File: config.mk
export PLATFORM = sky130hd
export DESIGN_NAME = wam_mol
export DESIGN_NICKNAME = d
export VERILOG_FILES = /design/src/rtl/wam_mol.sv
export SDC_FILE = /design/constraint.sdc
export NUM_CORES = 1
export LEC_CHECK = 0
export BUFFER_PORTS_ARGS = -buffer_cell sky130_fd_sc_hd__buf_2
export CAP_MARGIN = 20
export CORE_MARGIN = 1
export CORE_UTILIZATION = 30
export CTS_BUF_LIST = sky130_fd_sc_hd__clkbuf_8
export CTS_CLUSTER_SIZE = 24
export DETAILED_ROUTE_END_ITERATION = 8
export PLACE_DENSITY = 0.52
export SYNTH_ARGS = -nofsm -noshare
export SYNTH_HDL_FRONTEND = slang
export SYNTH_SLANG_ARGS = --single-unit
File: constraint.sdc
create_clock -name clk_19 -period 2.65 [get_ports clk_19]
set_clock_uncertainty 0.2 [all_clocks]
set_input_delay 0.1325 -clock clk_19 [delete_from_list [all_inputs] [get_ports clk_19]]
set_output_delay 0.1325 -clock clk_19 [all_outputs]
set_load 0.02 [all_outputs]
File: src/rtl/wam_mol.sv
// Whac-A-Mole mole generator and hit judge: LFSR-driven spawning, per-hole
// lifetime counters, and registered hit/miss/pop event pulses.
module wam_mol #(
    parameter int          NHOLE = 8,
    parameter logic [15:0] SEED  = 16'hACE1
) (
    input  logic             clk_19,
    input  logic             clr_n,
    input  logic             tick,
    input  logic             en,
    input  logic [3:0]       age,
    input  logic [7:0]       rto,
    input  logic [NHOLE-1:0] hit,
    output logic [NHOLE-1:0] mole,
    output logic             hit_ok,
    output logic             hit_bad,
    output logic             miss,
    output logic             pop
);

    localparam int          IW        = $clog2(NHOLE);
    localparam logic [15:0] LFSR_MASK = 16'hB400;

    logic [15:0]      lfsr_r;
    logic [15:0]      lfsr_nxt_s;
    logic [3:0]       life_r     [NHOLE];
    logic [3:0]       life_nxt_s [NHOLE];
    logic [IW-1:0]    idx_s;
    logic [7:0]       roll_s;
    logic             spawn_s;
    logic             ok_s;
    logic             bad_s;
    logic             miss_s;
    logic [NHOLE-1:0] mole_nxt_s;

    // Galois right-shift step; a non-zero state never maps to zero.
    function automatic logic [15:0] lfsr_step(input logic [15:0] v);
        return {1'b0, v[15:1]} ^ (v[0] ? LFSR_MASK : 16'h0000);
    endfunction

    // Candidate hole, spawn roll and spawn decision from the current LFSR state.
    always_comb begin
        lfsr_nxt_s = lfsr_step(lfsr_r);
        idx_s      = lfsr_r[IW-1:0];
        roll_s     = {1'b0, lfsr_r[14:8]};
        if (en && tick && (life_r[idx_s] == 4'd0) && (age != 4'd0) && (roll_s < rto)) begin
            spawn_s = 1'b1;
        end else begin
            spawn_s = 1'b0;
        end
    end

    // Per-hole next life and aggregated event flags; a hit beats a tick expiry.
    always_comb begin
        ok_s       = 1'b0;
        bad_s      = 1'b0;
        miss_s     = 1'b0;
        mole_nxt_s = '0;
        for (int i = 0; i < NHOLE; i++) begin
            life_nxt_s[i] = life_r[i];
            if (!en) begin
                life_nxt_s[i] = 4'd0;
            end else if (hit[i] && (life_r[i] != 4'd0)) begin
                life_nxt_s[i] = 4'd0;
                ok_s          = 1'b1;
            end else if (hit[i]) begin
                bad_s = 1'b1;
            end else if (tick && (life_r[i] != 4'd0)) begin
                life_nxt_s[i] = life_r[i] - 4'd1;
                if (life_r[i] == 4'd1) begin
                    miss_s = 1'b1;
                end else begin
                    miss_s = miss_s;
                end
            end else begin
                life_nxt_s[i] = life_r[i];
            end
            if (spawn_s && (idx_s == IW'(i))) begin
                life_nxt_s[i] = age;
            end else begin
                life_nxt_s[i] = life_nxt_s[i];
            end
            mole_nxt_s[i] = (life_nxt_s[i] != 4'd0);
        end
    end

    // LFSR free-runs regardless of en and tick.
    always_ff @(posedge clk_19 or negedge clr_n) begin
        if (!clr_n) begin
            lfsr_r <= SEED;
        end else begin
            lfsr_r <= lfsr_nxt_s;
        end
    end

    // Lifetime counters, lit-hole outputs and one-cycle event pulses.
    always_ff @(posedge clk_19 or negedge clr_n) begin
        if (!clr_n) begin
            for (int i = 0; i < NHOLE; i++) begin
                life_r[i] <= 4'd0;
            end
            mole    <= '0;
            hit_ok  <= 1'b0;
            hit_bad <= 1'b0;
            miss    <= 1'b0;
            pop     <= 1'b0;
        end else begin
            for (int i = 0; i < NHOLE; i++) begin
                life_r[i] <= life_nxt_s[i];
            end
            mole    <= mole_nxt_s;
            hit_ok  <= en & ok_s;
            hit_bad <= en & bad_s;
            miss    <= en & miss_s;
            pop     <= spawn_s;
        end
    end

endmodule

== Word level (Yosys, flattened, before mapping) ==
Index checks and enable logic that the tools add are counted.
Operators by class
  $add $sub $neg: 8
  equality and inequality tests: 15
  muxes and demuxes: 125
  reductions and logical operators: 47
  bitwise gates (word level): 5
  magnitude comparators: 2
Operator list (number)
  $mux W4: 42
  $mux W1: 81
  $reduce_bool A4 Y1: 17
  $eq A4 B1 Y1 const B: 8
  $sub A4 B1 Y4 const B: 8
  $logic_and A1 B1 Y1: 28
  $mux W16: 1
  $xor A15 B16 Y16: 1
  $bmux W4 S3: 1
  $eq A3 B3 Y1 const B: 4
  $lt A7 B8 Y1: 1
  $eq A3 B2 Y1 const B: 2
  $ge A4 B4 Y1 const B: 1
  $logic_not A4 Y1: 1
  $not A3 Y4: 1
  $and A1 B1 Y1: 3
  $eq A3 B1 Y1 const B: 1
  $logic_not A3 Y1: 1
Word-level totals
  register bits after elaboration: 60
  output and inout port bits: 12

== Depth between registers and ports, before layout ==
  depth in word-level cells: 42
  mapped depth: 9
  gate-level depth less buffers: 7

== Least setup slack after synthesis ==
OpenSTA, ideal clock, no wires.
  kind: flip-flop to flip-flop
  start: register lfsr_r[10]
  end: register life_r[12] in the netlist's numbering
  buffers on the path: 0
  stages on the path, launching flop included: 7
  period minus slack after synthesis: 2519 ps
  setup slack: 131 ps
  data arrival time: 2194 ps
  library setup time: 125 ps
  cells stage by stage: dfstp_2 > ha_1 > o21a_1 > o21ai_0 > nor2_1 > nor4b_4 > mux2_2
RTL lines
  start: declaration: line 24  | logic [15:0] lfsr_r;
  start signal: assignment: line 92  | lfsr_r <= lfsr_nxt_s;
  end signal: indexed assignment: line 109  | life_r[i] <= life_nxt_s[i];
  end: declaration: line 26  | logic [3:0] life_r [NHOLE];

==> key figures <==
STA
  • Final Slew Violations: 0
  • Tcrit/Tclk final: 95.5%
  • Final setup margin: 118 ps
  • Final setup vio count: 0
  • Final Hold Viols: 0
  • Worst slew pin tran: ~530 ps
  • Highest clock rate: 395 MHz
  • Worst slew margin: between 60 and 70%
  • Post-layout min period: 2530 ps

Clocking
  • CTS root buffer: clkbuf_8
  • Worst-path clk slew: 70 ps
  • Clock Latency Late Sink: between 300 and 400 ps
  • Clock Tree Buf Depth: 2
  • TritonCTS Buffers: 9
  • Clk sinks: 60
  • H-tree depth: 3
  • CTS tree: built

Drt
  • Wirelength, routed: 10900 um
  • Avg Vias per Cell: 5.08
  • Number of routed nets with antenna violations: 0
  • Wire length per cell: 16.5 um
  • DRC errors left: 0
  • Initial DRT Pass Iterations: 5
  • DR iter-0 viols: about 190
  • Vias: 3369

Outcome
  • Status: complete, no violations

Die
  • Io pins: 36
  • Die Span X: between 100 and 150 um
  • Total core area: 13300 sq um
  • Die H: 119 um
  • Row count: 42
  • Initial Util: around 31%
  • DIE AREA: 14300 sq um

Run
  • Max Cap Viol: 0

Setup path
  • Critical path cell sequence: or4_4 > a21oi_2 > or3b_4 > nor3_4 > mux2_1
  • CP max FO: 5
  • Critical path class: reg2reg
  • Crit end category: flip-flop
  • FF-to-FF path depth: 5
  • Worst r2r dst: life_r[18]
  • Worst Setup SP: life_r[29]
  • Startpoint Class: flip-flop
  • Worst path max stage delay: 540 ps
  • Critical Path AT: 2560 ps
  • Worst Path Required: around 2700 ps
  • Crit path max-delay cell type: or4_4
  • Setup slack, reg-to-reg: 120 ps
  • CP delay by family, top: simple AND/OR/NAND/NOR gates
  • Crit path buf inv count: 0
  • Reg2reg start: life_r[29]

Synth
  • Avg Inst Size Synth: 9.75 sq um
  • Post-Syn Area: just over 4000 sq um
  • Synth Net Count: 477
  • Share of the yosys chip area belonging to registers: approximately 37%
  • Async SR Flop Fraction: 100%
  • Area leader, netlist: dfrtp_1
  • Ys flop type: dfrtp_1
  • Yosys reg bits: 60
  • Distinct cells, synth: 58
  • EDFF count, synth: 0
  • Most instantiated cells after synthesis: dfrtp_1 (52), nor2_1 (40), inv_1 (31), ha_1 (29), nand2_1 (24)
  • Syn Inst Count: 424
  • Synth area leaders: dfrtp_1 (31%), ha_1 (8.8%), dfstp_2 (5.1%)
  • Most numerous cell in the Yosys netlist: dfrtp_1
  • Synth top area share: 31.5%
  • Synth warn: 0

Placed design
  • # port buffers: 35
  • Global placement routability congestion: 0.903
  • Dpl hpwl: 8250 um
  • Setup WS pre-CTS: slightly above 100 ps

Power
  • Maximum vdd drop: 287 uV
  • Pint: 2.09 mW
  • Seq pwr share: 34.3%
  • Clock power frac: 36.7%
  • Switching share of power: 31.8%
  • Gate power share: 29.0%
  • Net Sw Power: a little under 1 mW
  • Pwr Density: 620 nW/um^2
  • Leak pwr: 2.30 nW

Min path
  • Min-delay src: en
  • Worst min path class: in2reg
  • Hold Path Sink: life_r[28]
  • WHS Path Cells: 3

Global route
  • First-pass GRT wire length: approximately 17000 um
  • Pin count of the biggest net entering global routing: 25
  • Initial antenna violation count: 0
  • Vias in the first global route: 3300
  • GRT Util Overall: 16.1%
  • GRT overflow: 0

Finish
  • Share of layout cells above drive strength 1: about a quarter
  • Final nets: between 500 and 600
  • Ant diodes: 0
  • Layout Utilization: 37.0%
  • P&R area growth vs syn: 19.5%
  • Filler Cell Count: 1390
[worst min-delay path, delay by kind of cell]
family,cells,cell delay [ps]
and+or+nand+nor,2,160
buffers and inverters,1,220
[worst max-delay path by stage]
stage	cells past startpoint	slack (ps)	to
6_report	5	120	life_r[18]
4_1_cts	6	80	life_r[6]
5_1_grt	7	-8	life_r[24]
3_5_place_dp	5	100	life_r[24]
2_1_floorplan	6	130	life_r[12]
3_3_place_gp	6	140	life_r[18]
[logic make-up (layout without fill, tap and decap cells)]
logic type	count (synthesis)	in the layout	share of synthesized area, %
AOI/OAI and AO/OA	66	66	12.7
xor gates and xnor gates	27	27	5.72
adders and majority gates	29	29	8.77
buffers and inverters	41	104	3.75
DFF	60	60	36.6
muxes	30	30	8.05
and+or+nand+nor	171	171	24.4
[area by class of cell]
cell class,count,area (sq um),area share (%)
multi-input cells,323,2470,50.1
well taps,176,220,4.46
repair buffers,57,348,7.04
clock buffers,9,124,2.51
inverters,31,116,2.36
flip-flops and latches,60,1510,30.6
clock inverters,7,146,2.96
[metrics by stage]
| stage | std cells | total power [mW] | cell area, sq um | hold slack (ps) | setup TNS (ps) |
|---|---|---|---|---|---|
| 4_1_cts | 662 | 3.09 | 4930 | 1.98 | 0 |
| 2_1_floorplan | 424 | 1.67 | 4140 | -363 | 0 |
| 6_report | 663 | 3.06 | 4940 | 9.75 | 0 |
| 5_1_grt | 663 | 3.24 | 4940 | 1.35 | -13.6 |
| 3_5_place_dp | 643 | 1.95 | 4630 | -46.8 | 0 |
| 3_3_place_gp | 643 | 1.94 | 4630 | -52.5 | 0 |
[power groups by stage]
stage | sequential [mW] | clock, mW | combinational [mW]
5_1_grt | 1.06 | 1.19 | 0.986
3_3_place_gp | 1.06 | 0 | 0.879
3_5_place_dp | 1.07 | 0 | 0.879
6_report | 1.05 | 1.12 | 0.890
4_1_cts | 1.05 | 1.15 | 0.889
2_1_floorplan | 1.11 | 0 | 0.564
[cells in the final DEF, fill, tap and decap left out, types with 4 or more instances in the layout]
master	count
xnor2_1	10
nor2b_1	8
nor3_4	6
or3b_2	9
buf_4	19
a32oi_1	4
buf_2	35
a31oi_1	5
dfstp_2	8
and2_1	6
o21ai_0	5
nor4_1	7
mux2i_1	4
bufinv_16	4
dfrtp_1	52
and4b_1	4
ha_1	29
nand4b_1	4
nor2_1	40
mux2_2	10
inv_1	31
a31o_2	6
nand2b_1	6
nor3_1	19
o21bai_1	6
clkbuf_8	9
a21oi_1	13
xor2_1	17
nor3b_1	4
nand2_1	24
nand3_1	19
mux2_1	16
[metal layers]
metal / wire [um] / up-vias / track usage (%)
met5: 0 / - / 0
li1: - / 1636 / -
met4: 239 / 0 / 5.63
met2: 4980 / 105 / 25.0
met1: 5100 / 1612 / 22.0
met3: 589 / 16 / 3.54
[what timing repair did]
| action | CTS | global route |
|---|---|---|
| gates resized for setup | 0 | 2 |
| buffers inserted | 0 | 1 |
| hold endpoints to repair | 27 | 0 |
| endpoints found under the setup margin | 0 | 17 |
| hold buffers | 3 | 0 |
[sequential cells by signal, summed over array words and instances (netlist names)]
register,count
life_r,32
lfsr_r,16
mole,8
hit_bad,1
hit_ok,1
miss,1
pop,1
Note: power is estimated with default switching activity, not from simulation.
